`config.mk`:
```
export PLATFORM = sky130hd
export DESIGN_NAME = sccb_req_arbiter_flat
export DESIGN_NICKNAME = d
export VERILOG_FILES = /design/src/rtl/sccb_req_arbiter_if.sv /design/src/rtl/sccb_req_arbiter.sv /design/src/flat_wrapper.sv
export SDC_FILE = /design/constraint.sdc
export NUM_CORES = 1
export LEC_CHECK = 0
export ABC_AREA = 1
export BUFFER_PORTS_ARGS = -buffer_cell sky130_fd_sc_hd__buf_2
export CAP_MARGIN = 5
export CORE_MARGIN = 8
export CORE_UTILIZATION = 44
export CTS_BUF_LIST = sky130_fd_sc_hd__clkbuf_16
export DETAILED_ROUTE_END_ITERATION = 8
export GPL_TIMING_DRIVEN = 0
export PLACE_DENSITY = 0.72
export SKIP_CTS_REPAIR_TIMING = 1
export SLEW_MARGIN = 20
export SYNTH_ARGS = -nofsm -noshare
export SYNTH_HDL_FRONTEND = slang
export SYNTH_SLANG_ARGS = --single-unit
```
`constraint.sdc`:
```
create_clock -name clk -period 2.35 [get_ports clk]
set_input_delay 0.235 -clock clk [delete_from_list [all_inputs] [get_ports clk]]
set_output_delay 0.235 -clock clk [all_outputs]
set_load 0.05 [all_outputs]
```
`src/rtl/sccb_req_arbiter_if.sv`:
```
// Requester/sender bundle around the SCCB request arbiter.
// The slave modport is the arbiter's view; master is everything around it.
interface sccb_req_arbiter_if;
  logic        req_a;
  logic [15:0] data_a;
  logic        grant_a;
  logic        done_a;
  logic        req_b;
  logic [15:0] data_b;
  logic        grant_b;
  logic        done_b;
  logic        snd_send;
  logic [7:0]  snd_id;
  logic [15:0] snd_data;
  logic        snd_busy;
  logic        err_timeout;

  modport slave (
    input  req_a, data_a, req_b, data_b, snd_busy,
    output grant_a, done_a, grant_b, done_b, snd_send, snd_id, snd_data, err_timeout
  );

  modport master (
    output req_a, data_a, req_b, data_b, snd_busy,
    input  grant_a, done_a, grant_b, done_b, snd_send, snd_id, snd_data, err_timeout
  );
endinterface

```
`src/rtl/sccb_req_arbiter.sv`:
```
// Two-requester arbiter in front of the single SCCB sender: launch, busy tracking,
// inter-transaction gap and watchdog. Define SCCB_ARB_ROUND_ROBIN_EN for alternating priority.
module sccb_req_arbiter #(
  parameter logic [7:0] SLAVE_ID       = 8'h42,
  parameter int         GAP_CYCLES     = 1000,
  parameter int         TIMEOUT_CYCLES = 100000
) (
  input  logic              clk,
  input  logic              reset,
  sccb_req_arbiter_if.slave bus
);

  localparam int GW = $clog2(GAP_CYCLES + 1);
  localparam int TW = $clog2(TIMEOUT_CYCLES + 1);
  localparam logic [GW-1:0] GAP_LAST = GW'(GAP_CYCLES - 1);
  localparam logic [TW-1:0] TMO_LAST = TW'(TIMEOUT_CYCLES - 1);

  typedef enum logic [2:0] {
    IDLE, LAUNCH, WAIT_BUSY, WAIT_DONE, GAP
  } state_e;

  state_e        state_q;
  logic [GW-1:0] gap_cnt_q, gap_cnt_d;
  logic [TW-1:0] tmo_cnt_q, tmo_cnt_d;
  logic          sel_b_q;
  logic          grant_a_q, grant_b_q, done_a_q, done_b_q;
  logic          snd_send_q, err_timeout_q;
  logic [15:0]   snd_data_q;
  logic          pick_b, tmo_hit, xfer_end;

  assign gap_cnt_d = gap_cnt_q + 1'b1;
  assign tmo_cnt_d = tmo_cnt_q + 1'b1;

  assign tmo_hit  = (state_q == WAIT_BUSY || state_q == WAIT_DONE) && (tmo_cnt_q == TMO_LAST);
  assign xfer_end = tmo_hit || (state_q == WAIT_DONE && !bus.snd_busy);

`ifdef SCCB_ARB_ROUND_ROBIN_EN
  // Last-served owner; resets to B so A takes the first tie.
  logic last_b_q;

  assign pick_b = bus.req_b && (!bus.req_a || !last_b_q);

  always_ff @(posedge clk) begin
    if (reset) begin
      last_b_q <= 1'b1;
    end else if (state_q == IDLE && !bus.snd_busy && (bus.req_a || bus.req_b)) begin
      last_b_q <= pick_b;
    end
  end
`else
  // Only consulted when some request is up, so "not A" means B.
  assign pick_b = !bus.req_a;
`endif

  // NOTE: all state uses non-blocking assignments; the one-cycle strobes default low
  // at the top of the block so later branches only need to raise them.
  always_ff @(posedge clk) begin
    if (reset) begin
      state_q       <= IDLE;
      gap_cnt_q     <= '0;
      tmo_cnt_q     <= '0;
      sel_b_q       <= 1'b0;
      grant_a_q     <= 1'b0;
      grant_b_q     <= 1'b0;
      done_a_q      <= 1'b0;
      done_b_q      <= 1'b0;
      snd_send_q    <= 1'b0;
      err_timeout_q <= 1'b0;
      snd_data_q    <= '0;
    end else begin
      snd_send_q <= 1'b0;
      done_a_q   <= 1'b0;
      done_b_q   <= 1'b0;
      unique case (state_q)
        IDLE: begin
          // Holding off while busy covers a reset that landed mid-transfer.
          if (!bus.snd_busy && (bus.req_a || bus.req_b)) begin
            state_q    <= LAUNCH;
            snd_send_q <= 1'b1;
            sel_b_q    <= pick_b;
            grant_a_q  <= !pick_b;
            grant_b_q  <= pick_b;
            snd_data_q <= pick_b ? bus.data_b : bus.data_a;
          end
        end
        LAUNCH: begin
          state_q   <= WAIT_BUSY;
          tmo_cnt_q <= '0;
        end
        WAIT_BUSY, WAIT_DONE: begin
          tmo_cnt_q <= tmo_cnt_d;
          if (xfer_end) begin
            state_q       <= GAP;
            gap_cnt_q     <= '0;
            grant_a_q     <= 1'b0;
            grant_b_q     <= 1'b0;
            done_a_q      <= !sel_b_q;
            done_b_q      <= sel_b_q;
            err_timeout_q <= err_timeout_q || tmo_hit;
          end else if (state_q == WAIT_BUSY && bus.snd_busy) begin
            state_q <= WAIT_DONE;
          end
        end
        GAP: begin
          if (gap_cnt_q == GAP_LAST) begin
            state_q <= IDLE;
          end else begin
            gap_cnt_q <= gap_cnt_d;
          end
        end
        default: state_q <= IDLE;
      endcase
    end
  end

  assign bus.grant_a     = grant_a_q;
  assign bus.grant_b     = grant_b_q;
  assign bus.done_a      = done_a_q;
  assign bus.done_b      = done_b_q;
  assign bus.snd_send    = snd_send_q;
  assign bus.snd_id      = SLAVE_ID;
  assign bus.snd_data    = snd_data_q;
  assign bus.err_timeout = err_timeout_q;

endmodule
```
`src/flat_wrapper.sv`:
```
// flat-port wrapper written by rule: the top's interface ports become plain ports
module sccb_req_arbiter_flat 
#(
  parameter logic [7:0] SLAVE_ID       = 8'h42,
  parameter int         GAP_CYCLES     = 1000,
  parameter int         TIMEOUT_CYCLES = 100000
)
  (clk, reset, bus_req_a, bus_data_a, bus_req_b, bus_data_b, bus_snd_busy, bus_grant_a, bus_done_a, bus_grant_b, bus_done_b, bus_snd_send, bus_snd_id, bus_snd_data, bus_err_timeout);
  sccb_req_arbiter_if bus_i ();
  input  logic clk;
  input  logic reset;
  input wire logic [$bits(bus_i.req_a)-1:0] bus_req_a;
  input wire logic [$bits(bus_i.data_a)-1:0] bus_data_a;
  input wire logic [$bits(bus_i.req_b)-1:0] bus_req_b;
  input wire logic [$bits(bus_i.data_b)-1:0] bus_data_b;
  input wire logic [$bits(bus_i.snd_busy)-1:0] bus_snd_busy;
  output wire logic [$bits(bus_i.grant_a)-1:0] bus_grant_a;
  output wire logic [$bits(bus_i.done_a)-1:0] bus_done_a;
  output wire logic [$bits(bus_i.grant_b)-1:0] bus_grant_b;
  output wire logic [$bits(bus_i.done_b)-1:0] bus_done_b;
  output wire logic [$bits(bus_i.snd_send)-1:0] bus_snd_send;
  output wire logic [$bits(bus_i.snd_id)-1:0] bus_snd_id;
  output wire logic [$bits(bus_i.snd_data)-1:0] bus_snd_data;
  output wire logic [$bits(bus_i.err_timeout)-1:0] bus_err_timeout;
  assign bus_i.req_a = bus_req_a;
  assign bus_i.data_a = bus_data_a;
  assign bus_i.req_b = bus_req_b;
  assign bus_i.data_b = bus_data_b;
  assign bus_i.snd_busy = bus_snd_busy;
  assign bus_grant_a = bus_i.grant_a;
  assign bus_done_a = bus_i.done_a;
  assign bus_grant_b = bus_i.grant_b;
  assign bus_done_b = bus_i.done_b;
  assign bus_snd_send = bus_i.snd_send;
  assign bus_snd_id = bus_i.snd_id;
  assign bus_snd_data = bus_i.snd_data;
  assign bus_err_timeout = bus_i.err_timeout;
  sccb_req_arbiter #(.SLAVE_ID(SLAVE_ID), .GAP_CYCLES(GAP_CYCLES), .TIMEOUT_CYCLES(TIMEOUT_CYCLES)) u_core (.clk(clk), .reset(reset), .bus(bus_i));
endmodule
```
; Yosys cells after proc, flatten, opt, wreduce, memory -nomap -nowiden
; Index checks and enable logic that the tools add are counted.
[totals]
regBits = 53
out_inout_bits = 30
elab_cells = 66
[op_classes]
add_sub_neg = 2
n_eq_ne = 11
n_mux = 16
n_bitwise = 3
reduce_logical = 23
[ops]
columns = operator, n
row1 = 17-bit one-hot mux with 2 select lines, 1
row2 = 10-bit 2-to-1 mux, 2
row3 = 10-bit one-hot mux with 2 select lines, 1
row4 = "17-bit by 1-bit adder with 17-bit output, second input constant", 1
row5 = "17-bit equality test, second input constant", 1
row6 = 16-bit 2-to-1 mux, 1
row7 = 3-bit 2-to-1 mux, 4
row8 = 3-bit one-hot mux with 4 select lines, 1
row9 = "10-bit by 1-bit adder with 10-bit output, second input constant", 1
row10 = "10-bit equality test, second input constant", 1
row11 = 3-bit AND reduction, 3
row12 = "3-bit by 2-bit equality test with 1-bit output, second input constant", 2
row13 = "2-bit by 1-bit != test with 1-bit output, second input constant", 3
row14 = 2-bit nonzero test, 3
row15 = 1-bit logical AND, 4
row16 = 1-bit logical OR, 4
row17 = 1-bit 2-to-1 mux, 4
row18 = 1-bit one-hot mux with 2 select lines, 2
row19 = 2-bit AND reduction, 2
row20 = 2-bit OR reduction, 2
row21 = "3-bit by 1-bit equality test with 1-bit output, second input constant", 1
row22 = "3-bit equality test, second input constant", 1
row23 = 1-bit zero test, 3
row24 = 3-bit zero test, 1
row25 = other kinds (4), 6

; Logic depth before layout (Yosys ltp)
; Gate-level depths: netlist of run 1.
[depth]
word_depth = 6
mapped_depth = 11

; Least setup slack after synthesis of run 1
; No wires, ideal clock.
[synth_timing]
path_type = register to register
startpoint = reg u_core.tmo_cnt_q[0]
endpoint = reg u_core.gap_cnt_q[8]
t_arrival_ns = 1.341
setup_slack_ns = 0.896
stages_incl_launch_ff = 10
synth_period_minus_slack_ns = 1.454
path_cell_list = dfxtp_1 > ha_1 > nand3_1 > nor2_1 > nand3_4 > nand3_4 > buf_8 > nand2_1 > nand2_1 > nor2_1
[synth_via]
elab_chain_cells = 5
[synth_lines]
columns = element, line_no
row1 = "start, declared", sccb_req_arbiter.sv:24  ; logic [TW-1:0] tmo_cnt_q, tmo_cnt_d;
row2 = "start signal, assigned", sccb_req_arbiter.sv:91  ; tmo_cnt_q <= tmo_cnt_d;
row3 = 17-bit equality test, sccb_req_arbiter.sv:34  ; assign tmo_hit = (state_q == WAIT_BUSY || state_q == WAIT_DONE) && (tmo_cnt_q == TMO_LAST);
row4 = 1-bit logical AND, sccb_req_arbiter.sv:34
row5 = 1-bit logical OR, sccb_req_arbiter.sv:35  ; assign xfer_end = tmo_hit || (state_q == WAIT_DONE && !bus.snd_busy);
row6 = 2-bit by 1-bit != test with 1-bit output (no line), --
row7 = 3-bit AND reduction (no line), --
row8 = "end signal, assigned", sccb_req_arbiter.sv:108  ; gap_cnt_q <= gap_cnt_d;
row9 = "end, declared", sccb_req_arbiter.sv:23  ; logic [GW-1:0] gap_cnt_q, gap_cnt_d;
; No other way between the ends.
; A chain may end at the register's enable or synchronous reset.

; Worst setup path after layout of run 1
; Ends and elaborated chain as after synthesis.

==> flow_summary.ini, run 1 <==
[run_status]
result_of_the_run = complete, no violations

[yosys]
yosys.area.top_type = dfxtp_1
yosysTopAreaCellShare = 0.382
synth_most_common_cell = nand2_1
netlist_instances = 412
yosys_most_used_dff = dfxtp_1
yosysUniqueCellTypes = 34
netlist_top_cells_area = dfxtp_1 38%, nand2_1 15%, nor2_1 6.0%
netlist_area_sq_mm = 0.00278
syn-mean-instance-area_sq_um = 6.74
ys_seq_elements = 53
async_reset_ff_frac = 0
yosys_warnings = 0
synth-edff-count = 0
yosys-top-cells-count = 113 x nand2_1, 53 x dfxtp_1, 44 x nor2_1
seq_area_frac_synth = 0.382

[drt]
ant_nets = 0
drtIter0Drc = 123
route.vias.total = 2796
drt-total-wl_microns = 7040
viasPerCell = 4.99
detail_route.drc_violations = 0
drt-pass1-iter-count = 4
wire_per_inst_microns = 12.6

[clock_network]
cts.path.max_buffers = 2
cts_num_sinks = 53
ctsRootBufferMaster = clkbuf_16
clk_transition_reported_paths_ns = 0.07
worstSkewPairLatency_ns = 0.30
total_number_of_h_tree_levels = 2
tritoncts = done
tritoncts.num_buffers = 5

[place]
place.detailed.instances = 552
dp_hpwl_microns = 5380
placed_inst_area_sq_mm = 0.00318
port-buffer-count = 57
routabilityCongestion = 0.896

[critical_path]
crit_path_end_kind = flip-flop
critical_path_required_ns = 2.54
worst-setup-path-type = reg2reg
slowest_delay_ns = 0.37
worst_setup_path_startpoint = u_core.tmo_cnt_q[0]
crit_path_cell_trace = ha_1 > nand3_1 > nor2_1 > nand3_4 > nand3_4 > buf_8 > nand2_1 > nand2_1 > nor2_1
r2r-end = u_core.gap_cnt_q[8]
timing.rr.start = u_core.tmo_cnt_q[0]
slowest_stage_cell_crit_path = dfxtp_1
worst-r2r-setup-slack_ns = 0.65
crit_arrival_ns = 1.89
reg2regPathDepth = 9
crit_fanout = 10
cp-endpoint = u_core.gap_cnt_q[8]
cp-start-kind = flip-flop

[global_route]
initial_antenna_violation_count = 0
total_congestion_overflow_after_global_routing = 0
largest_net_degree_at_the_start_of_global_routing = 19
grt_pass1_wl_microns = 12000
vias_in_the_first_global_route = 2725
overall_global_routing_usage = 0.163

[sta]
fin_tns_setup_ns = 0
worst_clock_skew_ns = 0.00646
fin_crit_sh = 0.723
finalHoldViolations = 0
max_clock_freq_ghz = 0.589
grt_setup_unrepaired = false
finalWorstPathRequiredPeriod_ns = 1.70
finalSetupViolCount = 0
worstMarginPinSlew_ns = 0.626
maxSlewHeadroom = 0.583
report.final.slew_viol_count = 0

[finish]
drive_gt1_frac = 0.209
final.fill_count = 654
post_layout_nonfiller_instances = 560
areaGrowthSynthToFinish_pct = 20.0
final_net_count = 521
n_antenna_cell = 0
finalInstanceArea_sq_mm = 0.00333

[floorplan]
placement_row_count = 29
floorplan.die_area_sq_mm = 0.00910
die_height_microns = 95.4
core-area_sq_mm = 0.00624
boundaryPins = 67
floorplan.initialDensity = 0.445
dieWidth_microns = 95.4

[power]
power.density_cell_area_mw_per_mm2 = 829
ir_drop_worst_case_vdd_mv = 0.512
power.static_leakage_nw = 1.51

[run]
cap_viol_max_count = 0

[min_path]
hold_path.class = in2reg
## layout by cell type, fill, tap and decap left out, types with 2 or more instances in the layout
cell type,count
nand3_1,22
conb_1,8
dfxtp_1,53
nand2_1,113
a31oi_1,17
inv_2,3
inv_1,42
a21oi_1,20
clkbuf_1,5
nor2_1,44
nand2_2,4
buf_1,2
a21oi_2,4
buf_2,63
buf_4,9
a221oi_1,2
nand4_1,12
clkbuf_16,5
nor3b_1,2
nand3_4,2
ha_1,2
nor3_1,6
o21ai_0,27
nor2_2,2
## cell families after synthesis
group | share of synthesized area
other | 0.00271
DFF | 0.382
buffers and inverters | 0.112
and+or+nand+nor | 0.336
adders and majority gates | 0.00902
AOI/OAI and AO/OA | 0.157
## flip-flops by register name, summed over array words and instances (netlist names)
signal	count
u_core.gap_cnt_q	10
u_core.tmo_cnt_q	17
u_core.sel_b_q	1
u_core.bus.grant_b	1
u_core.bus.snd_data	16
u_core.state_q	3
u_core.bus.done_a	1
u_core.bus.snd_send	1
u_core.bus.err_timeout	1
u_core.bus.grant_a	1
u_core.bus.done_b	1
## final cells by class
type	instances	area, sq um	share of cell area
sequential	53	1060	0.319
timing repair buffer	57	285	0.0857
clock inverter	3	25.0	0.00752
multi-input combinational	296	1430	0.428
clock buffer	5	125	0.0376
buffer	23	139	0.0417
tap	77	96.3	0.0289
inverter	46	173	0.0519
## metal layers
layer / up-vias / part of all wire / GRT usage
met2: 79 / 0.46 / 0.274
met3: 6 / 0.054 / 0.0472
met1: 1246 / 0.48 / 0.201
met4: 0 / 0.0092 / 0.0384
li1: 1465 / - / -
met5: - / 0 / 0
## critical path, delay by kind of cell, from the launching register on
kind / cells / cell delay, ns
adder cells (fa/ha/maj): 1 / 0.23
flip-flops: 1 / 0.37
buffers and inverters: 1 / 0.15
AND/OR/NAND/NOR: 7 / 0.83
## where the power goes
part           internal [mW]  switching, mW  leakage [nW]  total, mW
Clock                  0.401          0.359        0.0704      0.760
Sequential              1.01         0.0662         0.431       1.07
Combinational          0.245          0.684          1.01      0.928
## worst min-delay path by stage
stage	cells after the start	slack [ns]	from	to
CTS	3	0.19	bus_data_b[3]	u_core.bus.snd_data[3]
global placement	1	0.44	u_core.sel_b_q	u_core.bus.done_a
floorplan	2	0.39	bus_data_a[14]	u_core.bus.snd_data[14]
detailed placement	1	0.44	u_core.sel_b_q	u_core.bus.done_a
finish	3	0.19	bus_data_b[3]	u_core.bus.snd_data[3]
global route	3	0.20	bus_data_b[3]	u_core.bus.snd_data[3]
## per-stage QoR
stage | hold slack, ns | total power [mW] | setup WS (ns) | utilization
finish | 0.192 | 2.76 | 0.652 | 0.533
global route | 0.199 | 2.91 | 0.558 | 0.533
CTS | 0.192 | 2.77 | 0.657 | 0.533
detailed placement | 0.436 | 2.02 | 0.670 | 0.509
global placement | 0.436 | 2.01 | 0.690 | 0.509
floorplan | 0.390 | 1.79 | 0.896 | -
Note: power is estimated with default switching activity, not from simulation.
==> inputs of run 2 (changes only) <==
--- a/config.mk
+++ b/config.mk
@@ -5,7 +5,7 @@
 export SDC_FILE = /design/constraint.sdc
 export NUM_CORES = 1
 export LEC_CHECK = 0
-export ABC_AREA = 1
+export ABC_AREA = 0
 export BUFFER_PORTS_ARGS = -buffer_cell sky130_fd_sc_hd__buf_2
 export CAP_MARGIN = 5
 export CORE_MARGIN = 8
==> constraint.sdc (replaced) <==
create_clock -name clk -period 1.7 [get_ports clk]
set_input_delay 0.17 -clock clk [delete_from_list [all_inputs] [get_ports clk]]
set_output_delay 0.17 -clock clk [all_outputs]
set_load 0.05 [all_outputs]
==> flow_summary.ini, run 2 <==
[run_status]
result_of_the_run = finished, violations left
violations = setup timing

[finish]
drive_gt1_frac = 0.322
sequential_standard_cell_area_sq_mm = 0.00107
largest_register_ff_count = 17
final.fill_count = 574
post_layout_nonfiller_instances = 460
multiInputGateArea_sq_mm = 0.00157
final_net_count = 423
n_antenna_cell = 0
registers.top_by_ff_count = u_core.tmo_cnt_q
mostFrequentLayoutCells = 61 x buf_2, 49 x dfxtp_1, 48 x nor2_1
areaGrowthSynthToFinish_pct = 30.2
most_common_cell_after_layout_fill_and_taps_aside = buf_2

[drt]
ant_nets = 0
viasPerCell = 5.44
drtIter0Drc = 135
detail_route.drc_violations = 0
drt-total-wl_microns = 6650
wire_per_inst_microns = 14.5
route.vias.total = 2502
drt-pass1-iter-count = 4

[place]
routabilityCongestion = 0.803
port-buffer-count = 57
place.detailed.instances = 442
dp_hpwl_microns = 4710

[yosys]
netlist_top_cells_area = dfxtp_1 41%, nor2_1 7.2%, mux2i_1 6.5%
netlist_area_sq_mm = 0.00260
seq_area_frac_synth = 0.408
syn-mean-instance-area_sq_um = 8.56
yosysTopAreaCellShare = 0.408
yosys-top-cells-count = 53 x dfxtp_1, 50 x nor2_1, 20 x a211oi_1
yosysUniqueCellTypes = 48
yosys_most_used_dff = dfxtp_1
async_reset_ff_frac = 0
ys_seq_elements = 53
yosys_warnings = 0
yosys.area.top_type = dfxtp_1
synth-edff-count = 0
netlist_instances = 304
synth_most_common_cell = dfxtp_1

[sta]
max_clock_freq_ghz = 0.513
finalWorstPathRequiredPeriod_ns = 1.95
report.final.slew_viol_count = 0
finalHoldViolations = 0
maxSlewHeadroom = 0.567
worstMarginPinSlew_ns = 0.650
post-route-worst-setup-slack_ns = -0.251
finalSetupViolCount = 23
fin_crit_sh = 1.15
grt_setup_unrepaired = true
worst_clock_skew_ns = 0.00622
fin_tns_setup_ns = -2.60

[global_route]
largest_net_degree_at_the_start_of_global_routing = 18
vias_in_the_first_global_route = 2421
initial_antenna_violation_count = 0
grt_pass1_wl_microns = 10700
total_congestion_overflow_after_global_routing = 0
overall_global_routing_usage = 0.148

[critical_path]
crit_path_end_kind = flip-flop
slowest_stage_cell_crit_path = or4b_4
crit_fanout = 6
slowest_delay_ns = 0.55
cp-start-kind = flip-flop
crit_arrival_ns = 2.10
critical_path_required_ns = 1.85
worst-setup-path-type = reg2reg
crit_path_cell_trace = or4b_4 > nor4_4 > buf_4 > nor3_4 > nor2_4 > a311oi_2

[floorplan]
boundaryPins = 67
floorplan.die_area_sq_mm = 0.00863
floorplan.initialDensity = 0.447
core-area_sq_mm = 0.00582
die_height_microns = 92.9
placement_row_count = 28
dieWidth_microns = 92.9

[power]
ir_drop_worst_case_vdd_mv = 0.622
power.density_cell_area_mw_per_mm2 = 920
power.static_leakage_nw = 1.44

[clock_network]
total_number_of_h_tree_levels = 2
tritoncts = done
tritoncts.num_buffers = 5
worstSkewPairLatency_ns = 0.29
ctsRootBufferMaster = clkbuf_16
clk_transition_reported_paths_ns = 0.07
cts.path.max_buffers = 2
cts_num_sinks = 53

[run]
cap_viol_max_count = 0

[min_path]
hold_path.class = in2reg
==> run 2: changes by cell type in the layout (fill, tap and decap cells not counted), moves of 12 or more <==
cell      previous run  this run
a211oi_1             1        20
a31oi_1             17         5
inv_1               42         2
mux2i_1              0        17
nand2_1            113        16
nand3_1             22         9
o21ai_0             27        15
==> run 2: where the power goes <==
part | internal [mW] | switching, mW | leakage [nW]
registers | 1.31 | 0.0448 | 0.434
logic | 0.224 | 0.519 | 0.932
clock network | 0.549 | 0.467 | 0.0718
==> run 2: final timing paths <==
check	startpoint	endpoint	slack (ns)	cells after the start
setup / recovery	u_core.tmo_cnt_q[12]	u_core.gap_cnt_q[6]	-0.25	6
hold / removal	bus_snd_busy	u_core.state_q[0]	0.15	3
setup reg to reg	u_core.tmo_cnt_q[12]	u_core.gap_cnt_q[6]	-0.25	6
hold reg to reg	u_core.sel_b_q	u_core.bus.done_a	0.42	1
==> run 2: cell families (layout without fill, tap and decap cells) <==
logic type | after synthesis | in the layout | synth area share
mux | 19 | 19 | 0.0741
fa+ha+maj | 2 | 2 | 0.00962
xor+xnor | 2 | 2 | 0.00674
buf+inv | 27 | 101 | 0.0553
other cells | 2 | 8 | 0.00289
simple gates | 122 | 123 | 0.249
flops | 53 | 53 | 0.408
compound gates | 77 | 77 | 0.194
==> run 2: cell type report <==
cell class | instances | share of cell area
clock buffer | 5 | 0.0370
inverter | 3 | 0.00333
buffer | 23 | 0.0373
clock inverter | 3 | 0.00628
multi-input combinational | 231 | 0.464
tap | 75 | 0.0277
timing repair buffer | 67 | 0.108
sequential | 53 | 0.317
==> run 2: critical path: cells and delay by family (launching register included) <==
kind | cells | cell delay [ns]
and+or+nand+nor | 4 | 1.15
DFF | 1 | 0.35
buffers and inverters | 1 | 0.19
AOI/OAI and AO/OA | 1 | 0.12
==> run 2: per-stage QoR <==
stage,util,power [mW],area [sq um],hold slack (ns),worst slack [ns]
floorplan,-,1.89,2640,0.311,-0.0859
global placement,0.519,2.06,3020,0.419,-0.269
detailed placement,0.519,2.07,3020,0.417,-0.292
CTS,0.544,3.08,3160,0.143,-0.300
global route,0.582,3.26,3390,0.163,-0.314
finish,0.582,3.11,3390,0.149,-0.251
==> run 2: routing by layer <==
metal	GRT usage	part of all wire	vias up	routed length (microns)
met3	0.0583	0.077	9	511
met2	0.245	0.47	78	3130
li1	-	-	1255	-
met4	0.0322	0.012	0	78
met1	0.176	0.44	1160	2930
met5	0	0	-	0
==> inputs of run 3 (changes only) <==
--- a/config.mk
+++ b/config.mk
@@ -6,14 +6,14 @@
 export NUM_CORES = 1
 export LEC_CHECK = 0
 export ABC_AREA = 0
-export BUFFER_PORTS_ARGS = -buffer_cell sky130_fd_sc_hd__buf_2
 export CAP_MARGIN = 5
 export CORE_MARGIN = 8
 export CORE_UTILIZATION = 44
 export CTS_BUF_LIST = sky130_fd_sc_hd__clkbuf_16
 export DETAILED_ROUTE_END_ITERATION = 8
+export DONT_BUFFER_PORTS = 1
 export GPL_TIMING_DRIVEN = 0
-export PLACE_DENSITY = 0.72
+export PLACE_DENSITY = 0.63
 export SKIP_CTS_REPAIR_TIMING = 1
 export SLEW_MARGIN = 20
 export SYNTH_ARGS = -nofsm -noshare
==> flow_summary.ini, run 3 (synthesized netlist as in run 2, its figures left out) <==
[global_route]
vias_in_the_first_global_route = 2124
overall_global_routing_usage = 0.142
grt_pass1_wl_microns = 10100
initial_antenna_violation_count = 0
total_congestion_overflow_after_global_routing = 0
largest_net_degree_at_the_start_of_global_routing = 17

[power]
totalPowerFinal_mw = 3.19
power.density_cell_area_mw_per_mm2 = 1010
power.static_leakage_nw = 1.21
ir_drop_worst_case_vdd_mv = 0.566

[floorplan]
placement_row_count = 28
die_height_microns = 92.9
boundaryPins = 67
dieWidth_microns = 92.9
core-area_sq_mm = 0.00582
floorplan.die_area_sq_mm = 0.00863
floorplan.initialDensity = 0.447

[drt]
detail_route.drc_violations = 0
drtIter0Drc = 107
wire_per_inst_microns = 16.3
route.vias.total = 2272
drt-total-wl_microns = 6560
viasPerCell = 5.65
ant_nets = 0
drt-pass1-iter-count = 4

[clock_network]
cts.path.max_buffers = 2
worstSkewPairLatency_ns = 0.29
total_number_of_h_tree_levels = 2
tritoncts = done
clk_transition_reported_paths_ns = 0.07
cts_num_sinks = 53
tritoncts.num_buffers = 5
ctsRootBufferMaster = clkbuf_16

[critical_path]
slowest_delay_ns = 0.56
critical_path_required_ns = 1.85
cp-start-kind = flip-flop
worst-setup-path-type = reg2reg
slowest_stage_cell_crit_path = or4b_4
crit_fanout = 6
worst-path-buf-inv = 1
crit_path_cell_trace = or4b_4 > nor4_4 > buf_4 > nor3_4 > nor2_4 > a311oi_1
cell_class_contributing_the_biggest_share_of_worst_path_delay = simple AND/OR/NAND/NOR gates
crit_arrival_ns = 2.07
crit_path_end_kind = flip-flop
worst-r2r-setup-slack_ns = -0.22

[finish]
registers.top_by_ff_count = u_core.tmo_cnt_q
most_common_cell_after_layout_fill_and_taps_aside = nor2_1
n_antenna_cell = 0
finalInstanceArea_sq_mm = 0.00317
areaGrowthSynthToFinish_pct = 22.0
largest_register_ff_count = 17
post_layout_nonfiller_instances = 402
layout.core_utilization = 0.546
final_net_count = 366
drive_gt1_frac = 0.205
mostFrequentLayoutCells = 49 x nor2_1, 48 x dfxtp_1, 19 x a211oi_1
final.fill_count = 530

[min_path]
hold_path.class = in2reg

[sta]
post-route-worst-setup-slack_ns = -0.222
report.final.slew_viol_count = 0
grt_setup_unrepaired = true
max_clock_freq_ghz = 0.520
fin_crit_sh = 1.13
maxSlewHeadroom = 0.566
fin_tns_setup_ns = -2.42
finalSetupViolCount = 17
worstMarginPinSlew_ns = 0.650
worst_clock_skew_ns = 0.00401
finalWorstPathRequiredPeriod_ns = 1.92
finalHoldViolations = 0

[run_status]
violations = setup timing
result_of_the_run = finished, violations left

[place]
routabilityCongestion = 0.784
dp_hpwl_microns = 4510
port-buffer-count = 0
placed_inst_area_sq_mm = 0.00273
place.detailed.instances = 385

[run]
cap_viol_max_count = 0
==> run 3: cell types whose count changed in the layout (fill, tap and decap cells not counted), moves of 2 or more <==
cell | before | now
a311oi_1 | 1 | 3
buf_2 | 61 | 3
buf_6 | 1 | 3
a311oi_2 | 3 | 1
o21ai_0 | 15 | 17
o21ai_1 | 4 | 2
==> run 3: worst paths after layout <==
| check | depth (start not counted) | start | end |
|---|---|---|---|
| worst min register to register | 1 | u_core.sel_b_q | u_core.bus.done_a |
| worst max register to register | 6 | u_core.tmo_cnt_q[12] | u_core.gap_cnt_q[5] |
| worst max-delay path | 6 | u_core.tmo_cnt_q[12] | u_core.gap_cnt_q[5] |
| worst min-delay path | 2 | bus_snd_busy | u_core.state_q[0] |
==> run 3: report_power, final <==
group | switching [mW] | leakage [nW] | internal, mW | total (mW)
Clock | 0.456 | 0.0803 | 0.692 | 1.15
Sequential | 0.258 | 0.435 | 1.31 | 1.57
Combinational | 0.293 | 0.695 | 0.179 | 0.472
Total | 1.01 | 1.21 | 2.18 | 3.19
==> run 3: area by class of cell <==
cell class                 instances  area (sq um)  area share
buffer                            23           139      0.0438
clock buffer                       5           125      0.0394
clock inverter                     2          38.8      0.0122
inverter                           3          11.3     0.00355
multi-input combinational        231          1610       0.508
sequential                        53          1070       0.339
tap                               75          93.8      0.0296
timing repair buffer              10          78.8      0.0248
==> run 3: routing by layer <==
metal	share of wire	up-vias	track usage
met2	0.47	77	0.231
met3	0.091	7	0.0655
met5	0	-	0
met4	0.011	0	0.0403
li1	-	1141	-
met1	0.43	1047	0.164
==> run 3: worst reg2reg max path: stages, from the launching register on <==
cell	delay [ns]
dfxtp_4	0.36
or4b_4	0.56
nor4_4	0.28
buf_4	0.19
nor3_4	0.07
nor2_4	0.21
a311oi_1	0.12
==> run 3: stage by stage <==
step | hold slack [ns] | worst slack, ns
3_3_place_gp | 0.320 | -0.299
5_1_grt | 0.0493 | -0.305
6_report | 0.0286 | -0.222
3_5_place_dp | 0.322 | -0.319
4_1_cts | 0.0217 | -0.348
2_1_floorplan | 0.311 | -0.0859
